**src/rtl/line_clear_sequencer_if.sv**
```systemverilog
// Row-wide board memory port: one registered read (1-cycle latency) and one write per cycle.
interface line_clear_sequencer_if #(
    parameter int BLOCKS_W = 10
);
    logic [4:0]          rd_addr;
    logic [BLOCKS_W-1:0] rd_data;
    logic                wr_en;
    logic [4:0]          wr_addr;
    logic [BLOCKS_W-1:0] wr_data;

    modport master (output rd_addr, wr_en, wr_addr, wr_data, input rd_data);
    modport slave  (input rd_addr, wr_en, wr_addr, wr_data, output rd_data);
endinterface

```
**src/rtl/line_clear_sequencer.sv**
```systemverilog
// Bottom-up board compaction: drops full rows, shifts survivors down, zero-fills the top rows,
// and counts cleared rows into a 3-digit BCD score.
module line_clear_sequencer #(
    parameter int BLOCKS_W = 10,
    parameter int BLOCKS_H = 20
) (
    input  logic       clk,
    input  logic       reset_n,
    input  logic       start,
    input  logic       clear_score,
    output logic       busy,
    output logic       done,
    output logic [2:0] lines_cleared,
    output logic [3:0] score_1,
    output logic [3:0] score_2,
    output logic [3:0] score_3,
    line_clear_sequencer_if.master brd
);
    localparam logic [4:0] LAST_ROW = 5'(BLOCKS_H - 1);

    typedef enum logic [2:0] {IDLE, READ, EVAL, FILL, DONE} state_t;

    typedef struct packed {
        logic [3:0] hundreds;
        logic [3:0] tens;
        logic [3:0] ones;
    } bcd_t;

    state_t     state, state_nx;
    logic [4:0] src, dst, rd_addr_q;
    bcd_t       score;
    logic       done_q;
    logic       row_full;

    assign row_full    = &brd.rd_data;
    assign busy        = (state != IDLE);
    assign done        = done_q;
    assign brd.rd_addr = rd_addr_q;
    assign score_1     = score.ones;
    assign score_2     = score.tens;
    assign score_3     = score.hundreds;

    function automatic bcd_t bcd_inc(input bcd_t s);
        bcd_t r;
        r = s;
        if (s.ones != 4'd9) begin
            r.ones = s.ones + 4'd1;
        end else begin
            r.ones = 4'd0;
            if (s.tens != 4'd9) begin
                r.tens = s.tens + 4'd1;
            end else begin
                r.tens     = 4'd0;
                r.hundreds = (s.hundreds == 4'd9) ? 4'd0 : s.hundreds + 4'd1;
            end
        end
        return r;
    endfunction

    always_comb begin
        // NOTE: every combinational output gets a default before the case, so no path can infer a latch.
        state_nx    = state;
        brd.wr_en   = 1'b0;
        brd.wr_addr = 5'd0;
        brd.wr_data = {BLOCKS_W{1'b0}};
        case (state)
            IDLE: if (start) state_nx = READ;
            READ: state_nx = EVAL;
            EVAL: begin
                if (!row_full) begin
                    brd.wr_en   = 1'b1;
                    brd.wr_addr = dst;
                    brd.wr_data = brd.rd_data;
                end
                // The row being judged now counts towards "anything cleared?".
                if (src != 5'd0)                             state_nx = READ;
                else if (row_full || lines_cleared != 3'd0)  state_nx = FILL;
                else                                         state_nx = DONE;
            end
            FILL: begin
                brd.wr_en   = 1'b1;
                brd.wr_addr = dst;
                if (dst == 5'd0) state_nx = DONE;
            end
            DONE:    state_nx = IDLE;
            default: state_nx = IDLE;
        endcase
    end

    always_ff @(posedge clk or negedge reset_n) begin
        if (!reset_n) begin
            state         <= IDLE;
            src           <= 5'd0;
            dst           <= 5'd0;
            rd_addr_q     <= 5'd0;
            lines_cleared <= 3'd0;
            score         <= '0;
            done_q        <= 1'b0;
        end else begin
            // NOTE: non-blocking assignments so every register here samples pre-edge values.
            state  <= state_nx;
            // done is a registered echo of DONE, so the pulse lands one cycle after that state.
            done_q <= (state == DONE);
            case (state)
                IDLE: begin
                    if (clear_score) score <= '0;
                    if (start) begin
                        src           <= LAST_ROW;
                        dst           <= LAST_ROW;
                        rd_addr_q     <= LAST_ROW;
                        lines_cleared <= 3'd0;
                    end
                end
                EVAL: begin
                    if (row_full) begin
                        if (lines_cleared != 3'd7) lines_cleared <= lines_cleared + 3'd1;
                        score <= bcd_inc(score);
                    end else begin
                        dst <= dst - 5'd1;
                    end
                    if (src != 5'd0) begin
                        src       <= src - 5'd1;
                        rd_addr_q <= src - 5'd1;
                    end
                end
                // After compaction dst sits on the lowest row still to be zeroed (count-1).
                FILL: if (dst != 5'd0) dst <= dst - 5'd1;
                default: ;
            endcase
        end
    end
endmodule

```
**src/flat_wrapper.sv**
```systemverilog
// flat-port wrapper written by rule: the top's interface ports become plain ports
module line_clear_sequencer_flat 
#(
    parameter int BLOCKS_W = 10,
    parameter int BLOCKS_H = 20
)
  (clk, reset_n, start, clear_score, busy, done, lines_cleared, score_1, score_2, score_3, brd_rd_addr, brd_wr_en, brd_wr_addr, brd_wr_data, brd_rd_data);
  line_clear_sequencer_if #(.BLOCKS_W(BLOCKS_W)) brd_i ();
  input  logic clk;
  input  logic reset_n;
  input  logic start;
  input  logic clear_score;
  output logic busy;
  output logic done;
  output logic [2:0] lines_cleared;
  output logic [3:0] score_1;
  output logic [3:0] score_2;
  output logic [3:0] score_3;
  output wire logic [$bits(brd_i.rd_addr)-1:0] brd_rd_addr;
  output wire logic [$bits(brd_i.wr_en)-1:0] brd_wr_en;
  output wire logic [$bits(brd_i.wr_addr)-1:0] brd_wr_addr;
  output wire logic [$bits(brd_i.wr_data)-1:0] brd_wr_data;
  input wire logic [$bits(brd_i.rd_data)-1:0] brd_rd_data;
  assign brd_rd_addr = brd_i.rd_addr;
  assign brd_wr_en = brd_i.wr_en;
  assign brd_wr_addr = brd_i.wr_addr;
  assign brd_wr_data = brd_i.wr_data;
  assign brd_i.rd_data = brd_rd_data;
  line_clear_sequencer #(.BLOCKS_W(BLOCKS_W), .BLOCKS_H(BLOCKS_H)) u_core (.clk(clk), .reset_n(reset_n), .start(start), .clear_score(clear_score), .busy(busy), .done(done), .lines_cleared(lines_cleared), .score_1(score_1), .score_2(score_2), .score_3(score_3), .brd(brd_i));
endmodule
```
**config.mk**
```make
export PLATFORM = sky130hd
export DESIGN_NAME = line_clear_sequencer_flat
export DESIGN_NICKNAME = d
export VERILOG_FILES = /design/src/rtl/line_clear_sequencer_if.sv /design/src/rtl/line_clear_sequencer.sv /design/src/flat_wrapper.sv
export SDC_FILE = /design/constraint.sdc
export NUM_CORES = 1
export LEC_CHECK = 0
export CAP_MARGIN = 10
export CORE_MARGIN = 4
export CORE_UTILIZATION = 51
export CTS_CLUSTER_SIZE = 10
export DETAILED_ROUTE_END_ITERATION = 6
export GPL_TIMING_DRIVEN = 0
export PLACE_DENSITY_LB_ADDON = 0.25
export SLEW_MARGIN = 25
export SYNTH_ARGS = -nofsm -noshare
export SYNTH_HDL_FRONTEND = slang
export SYNTH_SLANG_ARGS = --single-unit
```
**constraint.sdc**
```tcl
create_clock -name clk -period 4 [get_ports clk]
set_input_delay 0.6 -clock clk [delete_from_list [all_inputs] [get_ports clk]]
set_output_delay 0.6 -clock clk [all_outputs]
set_load 0.01 [all_outputs]
```
---- After elaboration in Yosys (flattened, before gate mapping) ----
Index checks and enable logic that the tools add are counted.
operators by class
  eq/ne operators ......................... 18
  reductions and logical operators ........ 17
  add/sub/neg operators ................... 6
  multiplexer cells ....................... 29
operators by type and width
  operator                                          count
  two-way mux 5 bit                                 5
  two-way mux 12 bit                                2
  one-hot mux 12 bit (2 select lines)               1
  two-way mux 3 bit                                 7
  two-way mux 10 bit                                2
  one-hot mux 5 bit (2 select lines)                2
  two-way mux 4 bit                                 4
  one-hot mux 5 bit (3 select lines)                1
  adder 4 x 1 -> 4 bit, second input constant       3
  one-hot mux 3 bit (4 select lines)                1
  AND reduction 4 bit                               3
  != test 2 x 1 -> 1 bit, second input constant     5
  != test 2 bit, second input constant              5
  AND reduction 10 bit                              1
  nonzero test 5 bit                                2
  subtractor 5 x 1 -> 5 bit, second input constant  2
  nonzero test 3 bit                                3
  two-way mux 8 bit                                 1
  != test 4 bit, second input constant              2
  == test 3 x 2 -> 1 bit, second input constant     2
  one-hot mux 3 bit (2 select lines)                1
  AND reduction 3 bit                               2
  logical NOT 5 bit                                 1
  AND reduction 5 bit                               1
  11 further kinds                                  11
storage, ports and cells
  register bits after elaboration ......... 29
  output and inout bits ................... 38
  logic and storage cells ................. 78

---- Depth between registers and ports, before layout ----
Gate-level depths: netlist of the first run.
  depth after elaboration ................. 6
  mapped depth ............................ 7
  gate-level depth less buffers ........... 7

---- Least setup slack after synthesis of the first run ----
No wires, ideal clock.
  kind .................................... input to output
  start ................................... in brd_rd_data[8]
  end ..................................... out brd_wr_en
  data required time ...................... 3,400 ps
  cell stages on the path ................. 5
  path buffers ............................ 1
  slack ................................... 1,583 ps
  arrival time ............................ 1,817 ps
  cell sequence ........................... nand4_1 -> or3_1 -> clkbuf_1 -> o21ai_0 -> inv_1
between the ends
  cells in the longest elaborated chain, start to end .. 3
ends and longest elaborated chain
  element                             line                        RTL
  from (decl)                         flat_wrapper.sv:23          input wire logic [$bits(brd_i.rd_data)-1:0] brd_rd_data;
  AND reduction 10 bit                line_clear_sequencer.sv:35  assign row_full = &brd.rd_data;
  two-way mux 1 bit                   line_clear_sequencer.sv:70  if (!row_full) begin
  one-hot mux 1 bit (2 select lines)  line_clear_sequencer.sv:66  case (state)
  to (decl)                           flat_wrapper.sv:20          output wire logic [$bits(brd_i.wr_en)-1:0] brd_wr_en;
No other way between the ends.

---- Worst setup path in the final report of the first run ----
  start ................................... in brd_rd_data[8]
  end ..................................... out brd_wr_addr[3]
between the ends
  cells in the longest elaborated chain, start to end .. 3
ends and longest elaborated chain
  element                             line                        RTL
  AND reduction 10 bit                line_clear_sequencer.sv:35
  two-way mux 5 bit                   line_clear_sequencer.sv:70
  one-hot mux 5 bit (2 select lines)  line_clear_sequencer.sv:66
  to (decl)                           flat_wrapper.sv:21          output wire logic [$bits(brd_i.wr_addr)-1:0] brd_wr_addr;
No other way between the ends.

==> results.yml, run 1 <==
worst_setup_path:
  crit_path_frequent_cell: "clkdlybuf4s50_1"
  cp_num_buf_inv: 3
  path_class: "primary input to output pin"
  worstPathMaxFanout: 6
  worst_path_max_delay_cell: "o21ai_0"
  critPathCaptureType: "output pin"
  worstPathRequired_ns: 3.40
  cp_cell_sequence: "clkdlybuf4s50_1 -> nand4_1 -> or3_1 -> clkbuf_1 -> o21ai_0 -> nor2_1 -> clkdlybuf4s50_1"
  worst_path_largest_cell_delay_ns: 0.52
  path_delay_family: "buffers and inverters"
  critical_path_arrival_ns: 3.03
  start_kind: "primary input"
timing:
  fin_tns_setup_ns: 0
  relSlewSlack: 0.463
  final_hold_viol_count: 0
  fin_skew_ns: 0.0123
  tightestPinTransition_ns: 0.805
  setup_viol: 0
  rsz0062_at_grt: "false"
  drv_slew: 0
  fin_ws_ns: 0.375
  maxClockFrequency_mhz: 276
  finalCritPeriodShare: 0.906
  hold_slack_ns: 0.295
  period_minus_slack_ns: 3.63
logic_synthesis:
  syn_nets: 236
  synth_edf_count: 0
  yosys.cell_types.count: 43
  synth.cell_area_mm2: 0.00181
  async_flop_share: 1.00
  synth-seq-cells: 29
  yosysWarnings: 0
  yosysSeqAreaShare: 0.401
  synth_top_flop_cell: "dfrtp_1"
  synth_cells: 211
  syn_avg_cell_area_um2: 8.57
global_route:
  overflow: 0
  grt.total_usage: 0.216
  grt_max_degree: 30
  grt_pass1_wl_um: 7360
  grt_pass1_vias: 1644
  antenna_found_initial: 0
clocking:
  numClockSinks: 29
  h-tree-depth: 2
  ctsResizeCount: 0
  cts_max_path_buffers: 2
  cts_tree: "built"
  clkTransAtPathRegs_ns: 0.09
  clkLatencyLatePin_ns: 0.33
  ctsHoldBuffers: 0
  ctsRootBufferMaster: "clkbuf_4"
  numCtsBuffers: 5
  post_cts_buffers: 0
die:
  coreArea_mm2: 0.00339
  die_x_um: 67.6
  io_pins: 52
  die_h_um: 67.6
  die-area_mm2: 0.00456
  initial_core_util: 0.534
  rows: 21
drt:
  first_iter_violations: 136
  route.detailed.drc: 0
  drt-total-wl_um: 4420
  vias_per_cell: 5.56
  avgRoutedWirePerCell_um: 14.0
  firstDrtPassIters: 4
  ant_nets: 0
  via_count: 1752
final_layout:
  layout.nets: 294
  fillers: 274
  area_growth_pct: 34.2
  drive_above_1_share: 0.0558
  n_antenna_cell: 0
outcome:
  status: "finished clean"
place:
  io_buffers: 51
  gp_congestion: 0.880
  post-place-ws_ns: 0.377
  hpwl_um: 3300
pwr:
  max-vdd-ir-drop_v: 0.000311
  p_total_mw: 1.49
  p_leak_nw: 1.06
  power_density_mw_per_mm2: 615
min_path:
  holdCritPathClass: "primary input to asynchronous set/reset pin"
job:
  cap_viol_max_count: 0
logic make-up after synthesis:
family | share of synthesized area
muxes | 0.0118
DFF | 0.401
and+or+nand+nor | 0.279
xor gates and xnor gates | 0.00968
AOI/OAI and AO/OA | 0.165
buffers and inverters | 0.0567
adders and majority gates | 0.0761
cell type report:
| class | instances | area [um2] | share of cell area |
|---|---|---|---|
| Inverter | 16 | 60.1 | 0.0247 |
| Clock buffer | 7 | 55.1 | 0.0227 |
| Sequential cell | 29 | 726 | 0.299 |
| Timing Repair Buffer | 51 | 505 | 0.208 |
| Multi-Input combinational cell | 159 | 981 | 0.404 |
| Buffer | 7 | 42.5 | 0.0175 |
| Tap cell | 46 | 57.6 | 0.0237 |
worst paths after layout:
kind | start | end | slack [ns] | cells after the start
setup / recovery | brd_rd_data[8] | brd_wr_addr[3] | 0.37 | 7
hold / removal | reset_n | u_core.score_2[3] | 0.29 | 1
setup reg to reg | u_core.state[1] | u_core.score_2[3] | 1.65 | 6
hold reg to reg | u_core.score_2[3] | u_core.score_2[3] | 0.52 | 1
max in group asynchronous | reset_n | u_core.lines_cleared[1] | 3.27 | 1
min in group clk | u_core.score_2[3] | u_core.score_2[3] | 0.52 | 1
layer usage:
layer  global-route usage  vias up  wire length, um  share of wire
met5                    0        -                0              0
met4               0.0684        0               55          0.012
met3               0.0799        8              387          0.087
met2                0.340       72             1970           0.44
met1                0.273      813             2010           0.46
li1                     -      859                -              -
state kept, by name, indices dropped and copies added (netlist names):
name,count
u_core.dst,5
u_core.src,5
u_core.state,3
u_core.done,1
u_core.score_3,4
u_core.score_1,4
u_core.score_2,4
u_core.lines_cleared,3
power by group:
group	internal (mW)	total, mW	switching (mW)
Clock	0.0829	0.182	0.0995
Sequential	0.377	0.470	0.0925
Combinational	0.402	0.842	0.439
Total	0.862	1.49	0.631
worst register-to-register path, delay by kind of cell (launching register included):
family / cells / cell delay, ns
DFF: 1 / 0.35
and+or+nand+nor: 2 / 0.91
AOI/OAI and AO/OA: 3 / 0.79
buffers and inverters: 1 / 0.20
synth_stat cells (2+ instances only):
library cell | number | area share
nand4_1 | 4 | 0.014
nand3_1 | 6 | 0.017
buf_6 | 2 | 0.012
and3_1 | 11 | 0.038
nor2_1 | 19 | 0.039
or2_1 | 2 | 0.0069
a21oi_1 | 6 | 0.017
o31ai_1 | 7 | 0.029
o211ai_1 | 4 | 0.017
nand2_1 | 27 | 0.056
clkbuf_1 | 4 | 0.0083
and2_1 | 2 | 0.0069
xor2_1 | 2 | 0.0097
nor3b_1 | 2 | 0.0083
a31oi_1 | 2 | 0.0069
nor2b_1 | 3 | 0.010
ha_1 | 11 | 0.076
nand2b_1 | 4 | 0.014
o21ai_1 | 9 | 0.025
o21ai_0 | 11 | 0.030
a211oi_1 | 2 | 0.0083
inv_1 | 16 | 0.033
nand3b_1 | 3 | 0.012
dfrtp_1 | 29 | 0.40
nor3_1 | 4 | 0.011
a22oi_1 | 2 | 0.0083
cells in the final DEF (no fill, tap or decap), types with 4 or more instances in the layout:
cell type,n
o21ai_1,9
o211ai_1,4
nand2_1,27
ha_1,11
dfrtp_1,29
clkbuf_1,5
a21oi_1,6
nor3_1,4
o21ai_0,11
nor2_1,19
inv_1,16
nand3_1,6
clkdlybuf4s50_1,50
nand4_1,4
o31ai_1,7
clkbuf_4,5
nand2b_1,4
and3_1,11
stage by stage:
stage,utilization,cell area [um2],instances
4_1_cts,0.716,2430,315
2_1_floorplan,-,1810,211
3_5_place_dp,0.700,2370,308
6_report,0.716,2430,315
3_3_place_gp,0.701,2380,308
5_1_grt,0.716,2430,315
Power figures use the tool's default switching activity.
==> run 2: changes to the inputs <==
--- a/config.mk
+++ b/config.mk
@@ -10,7 +10,6 @@
 export CORE_UTILIZATION = 51
 export CTS_CLUSTER_SIZE = 10
 export DETAILED_ROUTE_END_ITERATION = 6
-export GPL_TIMING_DRIVEN = 0
 export PLACE_DENSITY_LB_ADDON = 0.25
 export SLEW_MARGIN = 25
 export SYNTH_ARGS = -nofsm -noshare
==> run 2 against run 1 <==
Effect of this change: combinational power decreased by 6.7%; worst hold slack improved by 0.23 ns; die area stayed put; fmax decreased by 1.3%; clock power is 10% higher; clock skew decreased by 0.0020 ns; sequential cell count stayed put; global-route usage rose by 0.27 points; worst setup slack lost 0.046 ns; clock-buffer cell count unchanged; core utilization decreased by 0.22 points.
==> results.yml, run 2 (synthesized netlist as in run 1, its figures left out) <==
drt:
  via_count: 1718
  vias_per_cell: 5.52
  route.detailed.drc: 0
  drt-total-wl_um: 4440
  first_iter_violations: 112
  firstDrtPassIters: 4
  ant_nets: 0
  avgRoutedWirePerCell_um: 14.3
clocking:
  cts_max_path_buffers: 2
  clkLatencyLatePin_ns: 0.33
  post_cts_buffers: 0
  numClockSinks: 29
  cts_tree: "built"
  ctsHoldBuffers: 0
  ctsRootBufferMaster: "clkbuf_4"
  h-tree-depth: 2
  clkTransAtPathRegs_ns: 0.08
  ctsResizeCount: 0
  numCtsBuffers: 5
place:
  io_buffers: 51
  hpwl_um: 3350
  post-place-ws_ns: 0.383
  dpl.cell_count: 303
  gp_congestion: 0.808
pwr:
  max-vdd-ir-drop_v: 0.000316
  p_leak_nw: 1.06
  power_density_mw_per_mm2: 613
worst_setup_path:
  path_delay_family: "buffers and inverters"
  worstPathMaxFanout: 15
  worst_path_largest_cell_delay_ns: 0.58
  cp_cell_sequence: "clkdlybuf4s50_1 -> nand4_1 -> or3_1 -> o21ai_0 -> nor2_1 -> clkdlybuf4s50_1"
  startpoint: "brd_rd_data[9]"
  cp_num_buf_inv: 2
  path_class: "primary input to output pin"
  rr_startpoint: "u_core.state[1]"
  critPathCaptureType: "output pin"
  start_kind: "primary input"
  critical_path_arrival_ns: 3.07
  crit_path_frequent_cell: "clkdlybuf4s50_1"
  worst_path_max_delay_cell: "or3_1"
  worstPathRequired_ns: 3.40
final_layout:
  layout.nets: 289
  finish.cell_count_without_fillers: 311
  fillers: 272
  final_cell_mix: "clkdlybuf4s50_1, dfrtp_1, nand2_1, nor2_1, inv_1"
  final_common_cell: "clkdlybuf4s50_1"
  area_growth_pct: 33.7
  multi_input_area_um2: 981
  n_antenna_cell: 0
  regArea_um2: 726
  drive_above_1_share: 0.0566
  top_regs: "u_core.dst x5, u_core.src x5"
timing:
  rsz0062_at_grt: "false"
  hold_slack_ns: 0.526
  fin_skew_ns: 0.0103
  fin_tns_setup_ns: 0
  finalCritPeriodShare: 0.918
  tightestPinTransition_ns: 0.992
  relSlewSlack: 0.337
  period_minus_slack_ns: 3.67
  fin_ws_ns: 0.329
  maxClockFrequency_mhz: 272
  drv_slew: 0
  final_hold_viol_count: 0
  setup_viol: 0
global_route:
  grt_max_degree: 30
  grt.total_usage: 0.219
  grt_pass1_wl_um: 7420
  overflow: 0
  antenna_found_initial: 0
  grt_pass1_vias: 1671
min_path:
  hold_path_startpoint: "u_core.score_2[3]"
  holdCritPathClass: "flip-flop to flip-flop"
die:
  io_pins: 52
  coreArea_mm2: 0.00339
  die_h_um: 67.6
  die_x_um: 67.6
  rows: 21
  initial_core_util: 0.534
  die-area_mm2: 0.00456
outcome:
  status: "finished clean"
job:
  cap_viol_max_count: 0
-- run 2: cell count changes in the layout (fill, tap and decap cells not counted), sizes merged --
cell / delta
clkdlybuf4s50: +1
buf: -2
clkbuf: -4
clkinv: +1
-- run 2: area by class of cell --
type	count	area share
multi-input combinational	159	0.405
sequential	29	0.300
timing repair buffer	53	0.217
clock buffer	7	0.0269
inverter	16	0.0248
tap	46	0.0238
clock inverter	1	0.00207
-- run 2: metrics by stage --
step           area [um2]  utilization  power [mW]
2_1_floorplan        1810            -       0.944
3_3_place_gp         2350        0.693        1.26
3_5_place_dp         2350        0.693        1.28
4_1_cts              2420        0.714        1.49
5_1_grt              2420        0.714        1.62
6_report             2420        0.714        1.48
-- run 2: worst register-to-register path: stages (launching register included) --
cell and delay [ns]:
dfrtp_1 0.52, nor3b_1 0.85, buf_4 0.28, o21ai_1 0.17, o21ai_1 0.27, or2_1 0.22
o31ai_1 0.09
-- run 2: power by group --
group          leakage [nW]  total, mW  switching (mW)  internal [mW]
registers             0.368      0.497           0.120          0.377
clock network        0.0413      0.201          0.0996          0.102
logic                 0.650      0.786           0.404          0.382
-- run 2: final timing paths --
kind	endpoint	slack, ns	cells past startpoint
worst max-delay path	brd_wr_addr[3]	0.33	6
worst min-delay path	u_core.score_2[3]	0.53	1
worst max register to register	u_core.score_2[3]	1.48	6
worst min register to register	u_core.score_2[3]	0.53	1
max in group asynchronous	u_core.score_2[1]	3.07	2
min in group asynchronous	u_core.score_3[1]	0.65	2
-- run 2: metal layers --
layer | global-route usage | part of all wire | up-vias | wire length, um
met2 | 0.334 | 0.43 | 62 | 1930
met3 | 0.0865 | 0.081 | 11 | 359
met1 | 0.275 | 0.46 | 797 | 2050
met4 | 0.0861 | 0.022 | 0 | 99
met5 | 0 | 0 | - | 0
li1 | - | - | 848 | -
==> run 3: changes to the inputs <==
--- a/config.mk
+++ b/config.mk
@@ -11,6 +11,7 @@
 export CTS_CLUSTER_SIZE = 10
 export DETAILED_ROUTE_END_ITERATION = 6
 export PLACE_DENSITY_LB_ADDON = 0.25
+export SKIP_CTS_REPAIR_TIMING = 1
 export SLEW_MARGIN = 25
 export SYNTH_ARGS = -nofsm -noshare
 export SYNTH_HDL_FRONTEND = slang
==> results of run 3 <==
Same layout as run 2: the final DEF is identical, and so are final timing and power.
